===== config.mk =====
export PLATFORM = sky130hd
export DESIGN_NAME = dm_port_arbiter
export DESIGN_NICKNAME = d
export VERILOG_FILES = /design/src/rtl/dm_arb_pkg.sv /design/src/rtl/dm_port_arbiter_rr_arb2.sv /design/src/rtl/dm_port_arbiter.sv
export SDC_FILE = /design/constraint.sdc
export NUM_CORES = 1
export LEC_CHECK = 0
export BUFFER_PORTS_ARGS = -buffer_cell sky130_fd_sc_hd__buf_4
export CAP_MARGIN = 20
export CORE_MARGIN = 2
export CORE_UTILIZATION = 46
export CTS_CLUSTER_SIZE = 14
export DETAILED_ROUTE_END_ITERATION = 10
export PLACE_DENSITY = 0.87
export REMOVE_ABC_BUFFERS = 1
export SLEW_MARGIN = 5
export SYNTH_ARGS = -nofsm -noshare
export SYNTH_HDL_FRONTEND = slang
export SYNTH_SLANG_ARGS = --single-unit

===== constraint.sdc =====
create_clock -name clk -period 2.2 [get_ports clk]
set_input_delay 0.22 -clock clk [delete_from_list [all_inputs] [get_ports clk]]
set_output_delay 0.22 -clock clk [all_outputs]
set_load 0.005 [all_outputs]

===== src/rtl/dm_arb_pkg.sv =====
// =============================================================================
// dm_arb_pkg: shared types and constants for the data-memory port arbiter.
// Revision: 1.0
// =============================================================================
`default_nettype none

package dm_arb_pkg;

  localparam int DEF_AW    = 6;
  localparam int DEF_DW    = 32;
  localparam int DEF_DEPTH = 64;

  localparam logic [1:0] MODE_WORD = 2'b00;
  localparam logic [1:0] MODE_HALF = 2'b01;
  localparam logic [1:0] MODE_BYTE = 2'b10;

  typedef enum logic [0:0] {
    IDLE = 1'b0,
    FILL = 1'b1
  } arb_state_t;

endpackage

`default_nettype wire


===== src/rtl/dm_port_arbiter_rr_arb2.sv =====
// =============================================================================
// rr_arb2: two-way round-robin arbiter; the last-grant flop favours master 0 first.
// Revision: 1.0
// =============================================================================
`default_nettype none

module rr_arb2 (
  input  logic       clk,
  input  logic       clr_n,
  input  logic [1:0] req,
  input  logic       en,
  input  logic       accept,
  output logic [1:0] gnt
);

  // Index of the master accepted most recently.
  logic r_last;

  always_comb begin
    gnt = 2'b00;
    if (en) begin
      if (req == 2'b11) gnt = r_last ? 2'b01 : 2'b10;
      else              gnt = req;
    end
  end

  always_ff @(posedge clk or negedge clr_n) begin
    if (!clr_n)      r_last <= 1'b1;
    else if (accept) r_last <= gnt[1];
  end

endmodule

`default_nettype wire


===== src/rtl/dm_port_arbiter.sv =====
// =============================================================================
// dm_port_arbiter: shares the data memory port between two masters and runs a fill sweep.
// Revision: 1.0
// =============================================================================
`default_nettype none

module dm_port_arbiter
  import dm_arb_pkg::*;
#(
  parameter int AW    = DEF_AW,
  parameter int DW    = DEF_DW,
  parameter int DEPTH = DEF_DEPTH
) (
  input  logic          clk,
  input  logic          clr_n,
  input  logic          m0_req,
  input  logic [AW-1:0] m0_addr,
  input  logic          m0_we,
  input  logic [1:0]    m0_mode,
  input  logic [DW-1:0] m0_wdata,
  output logic          m0_gnt,
  output logic          m0_rvalid,
  output logic [DW-1:0] m0_rdata,
  input  logic          m1_req,
  input  logic [AW-1:0] m1_addr,
  input  logic          m1_we,
  input  logic [1:0]    m1_mode,
  input  logic [DW-1:0] m1_wdata,
  output logic          m1_gnt,
  output logic          m1_rvalid,
  output logic [DW-1:0] m1_rdata,
  input  logic          fill_start,
  input  logic [DW-1:0] fill_value,
  output logic          fill_busy,
  output logic          fill_done,
  output logic [AW-1:0] dm_rA,
  output logic [DW-1:0] dm_D,
  output logic          dm_WE,
  output logic [1:0]    dm_mode,
  input  logic [DW-1:0] dm_A_out
);

  localparam logic [AW-1:0] LAST_ADDR = AW'(DEPTH - 1);

  arb_state_t    r_state;
  arb_state_t    w_state_nxt;
  logic [AW-1:0] r_cnt;
  logic [DW-1:0] r_fill_val;
  logic [DW-1:0] r_rdata0;
  logic [DW-1:0] r_rdata1;
  logic          r_rvalid0;
  logic          r_rvalid1;
  logic          r_fill_done;

  logic [1:0]    w_gnt;
  logic          w_arb_en;
  logic          w_acc0;
  logic          w_acc1;
  logic          w_fill_go;
  logic          w_fill_last;

  // A fill request in IDLE wins over both masters in the same cycle.
  assign w_fill_go   = (r_state == IDLE) && fill_start;
  assign w_arb_en    = (r_state == IDLE) && !fill_start;
  assign w_acc0      = m0_req && w_gnt[0];
  assign w_acc1      = m1_req && w_gnt[1];
  assign w_fill_last = (r_cnt == LAST_ADDR);

  rr_arb2 u_arb (
    .clk    (clk),
    .clr_n  (clr_n),
    .req    ({m1_req, m0_req}),
    .en     (w_arb_en),
    .accept (w_acc0 || w_acc1),
    .gnt    (w_gnt)
  );

  assign m0_gnt    = w_gnt[0];
  assign m1_gnt    = w_gnt[1];
  assign m0_rvalid = r_rvalid0;
  assign m1_rvalid = r_rvalid1;
  assign m0_rdata  = r_rdata0;
  assign m1_rdata  = r_rdata1;
  assign fill_busy = (r_state == FILL);
  assign fill_done = r_fill_done;

  always_ff @(posedge clk or negedge clr_n) begin
    if (!clr_n) r_state <= IDLE;
    else        r_state <= w_state_nxt;
  end

  // Idle memory bus carries master 0's fields with the write enable low.
  always_comb begin
    w_state_nxt = r_state;
    dm_rA       = m0_addr;
    dm_D        = m0_wdata;
    dm_mode     = m0_mode;
    dm_WE       = 1'b0;
    case (r_state)
      IDLE: begin
        if (fill_start) begin
          w_state_nxt = FILL;
        end else if (w_acc1) begin
          dm_rA   = m1_addr;
          dm_D    = m1_wdata;
          dm_mode = m1_mode;
          dm_WE   = m1_we;
        end else if (w_acc0) begin
          dm_WE   = m0_we;
        end
      end
      FILL: begin
        dm_rA   = r_cnt;
        dm_D    = r_fill_val;
        dm_mode = MODE_WORD;
        dm_WE   = 1'b1;
        if (w_fill_last) w_state_nxt = IDLE;
      end
      default: w_state_nxt = IDLE;
    endcase
  end

  always_ff @(posedge clk or negedge clr_n) begin
    if (!clr_n) begin
      r_cnt       <= '0;
      r_fill_val  <= '0;
      r_rdata0    <= '0;
      r_rdata1    <= '0;
      r_rvalid0   <= 1'b0;
      r_rvalid1   <= 1'b0;
      r_fill_done <= 1'b0;
    end else begin
      r_fill_done <= (r_state == FILL) && w_fill_last;
      r_rvalid0   <= w_acc0;
      r_rvalid1   <= w_acc1;
      if (w_fill_go) begin
        r_cnt      <= '0;
        r_fill_val <= fill_value;
      end else if (r_state == FILL) begin
        r_cnt <= r_cnt + 1'b1;
      end
      // Read-before-write: the pre-write word is captured on the accept edge.
      if (w_acc0) r_rdata0 <= dm_A_out;
      if (w_acc1) r_rdata1 <= dm_A_out;
    end
  end

endmodule

`default_nettype wire


==> flow_results.xml <==
<?xml version="1.0" encoding="UTF-8"?>
<metrics>
  <group name="yosys">
    <metric name="ys_types" unit="">31</metric>
    <metric name="yosysMostFrequentCell" unit="">sky130_fd_sc_hd__dfrtp_1</metric>
    <metric name="synthDominantAreaCellType" unit="">sky130_fd_sc_hd__dfrtp_1</metric>
    <metric name="gate_count_post_synth" unit="">453</metric>
    <metric name="synth.avg_cell_area" unit="µm²">11.3</metric>
    <metric name="post_syn_area" unit="mm²">0.00513</metric>
    <metric name="share_of_flip_flops_with_an_asynchronous_set_or_reset" unit="">1.00</metric>
    <metric name="ys_top_cells_by_count" unit="">sky130_fd_sc_hd__dfrtp_1, sky130_fd_sc_hd__nand2_1, sky130_fd_sc_hd__mux2_2</metric>
    <metric name="synth-edff-count" unit="">0</metric>
    <metric name="synth.area.top_cells" unit="">sky130_fd_sc_hd__dfrtp_1, sky130_fd_sc_hd__mux2_2, sky130_fd_sc_hd__mux2_4</metric>
    <metric name="yosys_most_used_dff" unit="">sky130_fd_sc_hd__dfrtp_1</metric>
    <metric name="synth_warnings" unit="">0</metric>
    <metric name="yosysTopAreaCellShare" unit="">0.517</metric>
    <metric name="sequential_element_share_of_the_synthesized_area" unit="">0.522</metric>
    <metric name="synth.ff_latch_count" unit="">107</metric>
  </group>
  <group name="detailed_routing">
    <metric name="dr.first_iter.drc_count" unit="">228</metric>
    <metric name="drt.antenna.violating_nets" unit="">0</metric>
    <metric name="vias" unit="">4508</metric>
    <metric name="dr.pass1.iters" unit="">6</metric>
    <metric name="detail_route.drc_violations" unit="">0</metric>
    <metric name="wire_per_inst" unit="µm">17.8</metric>
    <metric name="routed_via_density" unit="">5.32</metric>
    <metric name="finalWirelength" unit="µm">15100</metric>
  </group>
  <group name="timing">
    <metric name="final_critical_path_setup_slack" unit="ns">0.0921</metric>
    <metric name="finalCritPeriodShare" unit="">0.958</metric>
    <metric name="hold_violations" unit="">0</metric>
    <metric name="timing.final.crit_period" unit="ns">2.11</metric>
    <metric name="worst-slew-pin-transition" unit="ns">0.456</metric>
    <metric name="achievable-frequency" unit="MHz">474</metric>
    <metric name="final_max_slew_viols" unit="">0</metric>
    <metric name="slew-limit-headroom" unit="">0.696</metric>
    <metric name="holdWs" unit="ns">0.0374</metric>
    <metric name="grt_setup_unrepaired" unit="">no</metric>
    <metric name="setup-tns-final" unit="ns">0</metric>
    <metric name="final_report_setup_violation_count" unit="">0</metric>
    <metric name="fin_skew" unit="ns">0.0155</metric>
  </group>
  <group name="power_and_ir_drop">
    <metric name="totalPowerFinal" unit="mW">8.18</metric>
    <metric name="p_leak" unit="nW">3.87</metric>
    <metric name="powerDensity" unit="mW/mm²">1100</metric>
    <metric name="ir_worst_vdd" unit="mV">0.629</metric>
  </group>
  <group name="grt">
    <metric name="vias_in_the_first_global_route" unit="">4605</metric>
    <metric name="busiest_layer" unit="">met2</metric>
    <metric name="grt_antenna_before_repair" unit="">0</metric>
    <metric name="grt_overflow" unit="">0</metric>
    <metric name="largest_net_degree_at_the_start_of_global_routing" unit="">88</metric>
    <metric name="globalRouteMet2Util" unit="">0.449</metric>
    <metric name="track_usage" unit="">0.243</metric>
    <metric name="grt_util_met1" unit="">0.278</metric>
    <metric name="groute.layer.met3.usage" unit="">0.0456</metric>
    <metric name="grt_first_pass_wirelength" unit="µm">22500</metric>
  </group>
  <group name="place">
    <metric name="gp_congestion" unit="">0.829</metric>
    <metric name="detailed_place_hpwl" unit="µm">11300</metric>
    <metric name="portBuffers" unit="">261</metric>
    <metric name="worst_setup_slack_after_placement" unit="ns">0.322</metric>
  </group>
  <group name="setup_path">
    <metric name="worst-path-max-fanout" unit="">26</metric>
    <metric name="worst_ep_required_time" unit="ns">1.98</metric>
    <metric name="cp_cell_sequence" unit="">nand2_1, nand3_4, inv_2, buf_6, a221o_1, buf_4</metric>
    <metric name="cp-start-kind" unit="">flip-flop</metric>
    <metric name="crit_arrival" unit="ns">1.89</metric>
    <metric name="critPathKind" unit="">flip-flop to output pin</metric>
    <metric name="kind_of_end_point_of_the_critical_path" unit="">output pin</metric>
    <metric name="timing.critical_path.slowest_stage_cell" unit="">sky130_fd_sc_hd__dfstp_2</metric>
    <metric name="slowest_delay" unit="ns">0.56</metric>
  </group>
  <group name="die">
    <metric name="design.portCount" unit="">262</metric>
    <metric name="die_w" unit="µm">110</metric>
    <metric name="die_height" unit="µm">110</metric>
    <metric name="starting_density_of_the_core" unit="">0.472</metric>
    <metric name="floorplan.die_area" unit="mm²">0.0120</metric>
    <metric name="core-area" unit="mm²">0.0109</metric>
    <metric name="std_cell_rows" unit="">38</metric>
  </group>
  <group name="clock_tree">
    <metric name="clock_pin_slew_reported_for_the_worst_setup_and_hold_paths_after_clock_tree_synthesis" unit="ns">0.10</metric>
    <metric name="tritoncts_clock_tree" unit="">done</metric>
    <metric name="worstSkewPairLatency" unit="ns">0.37</metric>
    <metric name="cts_inserted_buffers" unit="">9</metric>
    <metric name="postCtsSetupRepairBufs" unit="">0</metric>
    <metric name="cts-htree-levels" unit="">3</metric>
    <metric name="cts_buffer_depth" unit="">2</metric>
    <metric name="clock-root-buffer" unit="">sky130_fd_sc_hd__clkbuf_8</metric>
    <metric name="tritoncts_num_sinks" unit="">107</metric>
  </group>
  <group name="layout">
    <metric name="final_layout_size_suffix_gt1_frac" unit="">0.517</metric>
    <metric name="fin_nets" unit="">855</metric>
    <metric name="area_delta_synth_final" unit="%">45.2</metric>
    <metric name="antennaDiodeCount" unit="">0</metric>
  </group>
  <group name="min_path">
    <metric name="type_of_the_most_critical_hold_path" unit="">input pin to flip-flop</metric>
  </group>
  <group name="flow_run">
    <metric name="drv_cap" unit="">0</metric>
  </group>
  <group name="run_status">
    <metric name="status" unit="">completed</metric>
  </group>
</metrics>
==> per-stage QoR <==
| step | cell area [µm²] | utilization | std cells |
|---|---|---|---|
| global placement | 7240 | 0.665 | 831 |
| detailed placement | 7240 | 0.665 | 831 |
| finish | 7450 | 0.684 | 848 |
| global route | 7450 | 0.684 | 848 |
| CTS | 7440 | 0.684 | 848 |
| floorplan | 4930 | - | 417 |
==> final timing paths <==
check	start	endpoint	slack, ns	cells after the start
min reg2reg	r_fill_val[3]$_DFFE_PN0P_	r_fill_val[3]$_DFFE_PN0P_	0.49	2
max reg2reg	fill_busy$_DFF_PN0_	m0_rdata[31]$_DFFE_PN0P_	0.48	4
min	m0_req	u_arb.r_last$_DFFE_PN1P_	0.04	2
max in group asynchronous	clr_n	r_fill_val[21]$_DFFE_PN0P_	1.22	3
min in group asynchronous	clr_n	m1_rdata[5]$_DFFE_PN0P_	0.30	2
max	u_arb.r_last$_DFFE_PN1P_	dm_D[10]	0.09	6
==> logic make-up after synthesis <==
| kind of cell | synth area share |
|---|---|
| multiplexers | 0.167 |
| flip-flops | 0.522 |
| adder cells (fa/ha/maj) | 0.00244 |
| buffers and inverters | 0.0409 |
| AO/OA/AOI/OAI | 0.125 |
| AND/OR/NAND/NOR | 0.139 |
| XOR/XNOR | 0.00341 |
==> timing repair <==
action | 4_1_cts | 5_1_grt
hold endpoints to repair | 22 | 0
gates cloned | 0 | 0
endpoints found under the setup margin | 37 | 17
resized for setup | 2 | 3
hold buffers | 1 | 0
==> area by class of cell <==
| cell class | count | area (µm²) |
|---|---|---|
| Sequential cell | 107 | 2680 |
| Multi-Input combinational cell | 307 | 2260 |
| Clock buffer | 10 | 128 |
| Tap cell | 140 | 175 |
| Fill cell | 828 | 3440 |
| Timing Repair Buffer | 275 | 2140 |
| Inverter | 3 | 11.3 |
| Clock inverter | 6 | 57.6 |
==> flip-flops by register name (all words and copies together), names as in the netlist <==
register / flops
m1_rvalid: 1
m0_rvalid: 1
m0_rdata: 32
r_cnt: 6
m1_rdata: 32
u_arb.r_last: 1
fill_busy: 1
r_fill_val: 32
fill_done: 1
==> metal layers <==
| layer | up-vias | share of wire |
|---|---|---|
| met4 | 0 | 0.023 |
| li1 | 2083 | - |
| met1 | 2238 | 0.37 |
| met3 | 27 | 0.050 |
| met2 | 160 | 0.55 |
| met5 | - | 0 |
==> power breakdown <==
group | switching (mW) | total (mW) | internal, mW
clock network | 0.704 | 1.14 | 0.437
registers | 0.567 | 3.40 | 2.83
logic | 1.30 | 3.64 | 2.35
==> cell usage in the layout, fill, tap and decap left out, types with 2 or more instances in the layout <==
| cell | n |
|---|---|
| sky130_fd_sc_hd__inv_1 | 2 |
| sky130_fd_sc_hd__buf_4 | 267 |
| sky130_fd_sc_hd__dfrtp_1 | 105 |
| sky130_fd_sc_hd__mux2_4 | 28 |
| sky130_fd_sc_hd__and2_1 | 2 |
| sky130_fd_sc_hd__nand4_1 | 2 |
| sky130_fd_sc_hd__inv_8 | 2 |
| sky130_fd_sc_hd__a31o_2 | 2 |
| sky130_fd_sc_hd__nand2b_1 | 38 |
| sky130_fd_sc_hd__clkbuf_8 | 9 |
| sky130_fd_sc_hd__a221o_1 | 38 |
| sky130_fd_sc_hd__buf_12 | 5 |
| sky130_fd_sc_hd__a21oi_1 | 38 |
| sky130_fd_sc_hd__nor2_1 | 2 |
| sky130_fd_sc_hd__mux2_2 | 39 |
| sky130_fd_sc_hd__nand2_1 | 98 |
| sky130_fd_sc_hd__nor2b_1 | 2 |
| sky130_fd_sc_hd__nand3_1 | 2 |
| sky130_fd_sc_hd__a22o_1 | 3 |
| sky130_fd_sc_hd__clkinv_4 | 4 |
==> worst max-delay path: cells and delay by family, from the launching register on <==
family / cells / cell delay, ns
flops: 1 / 0.56
compound gates: 1 / 0.35
simple gates: 2 / 0.24
buf+inv: 3 / 0.37
No activity file was read; power rests on OpenSTA's default activity.
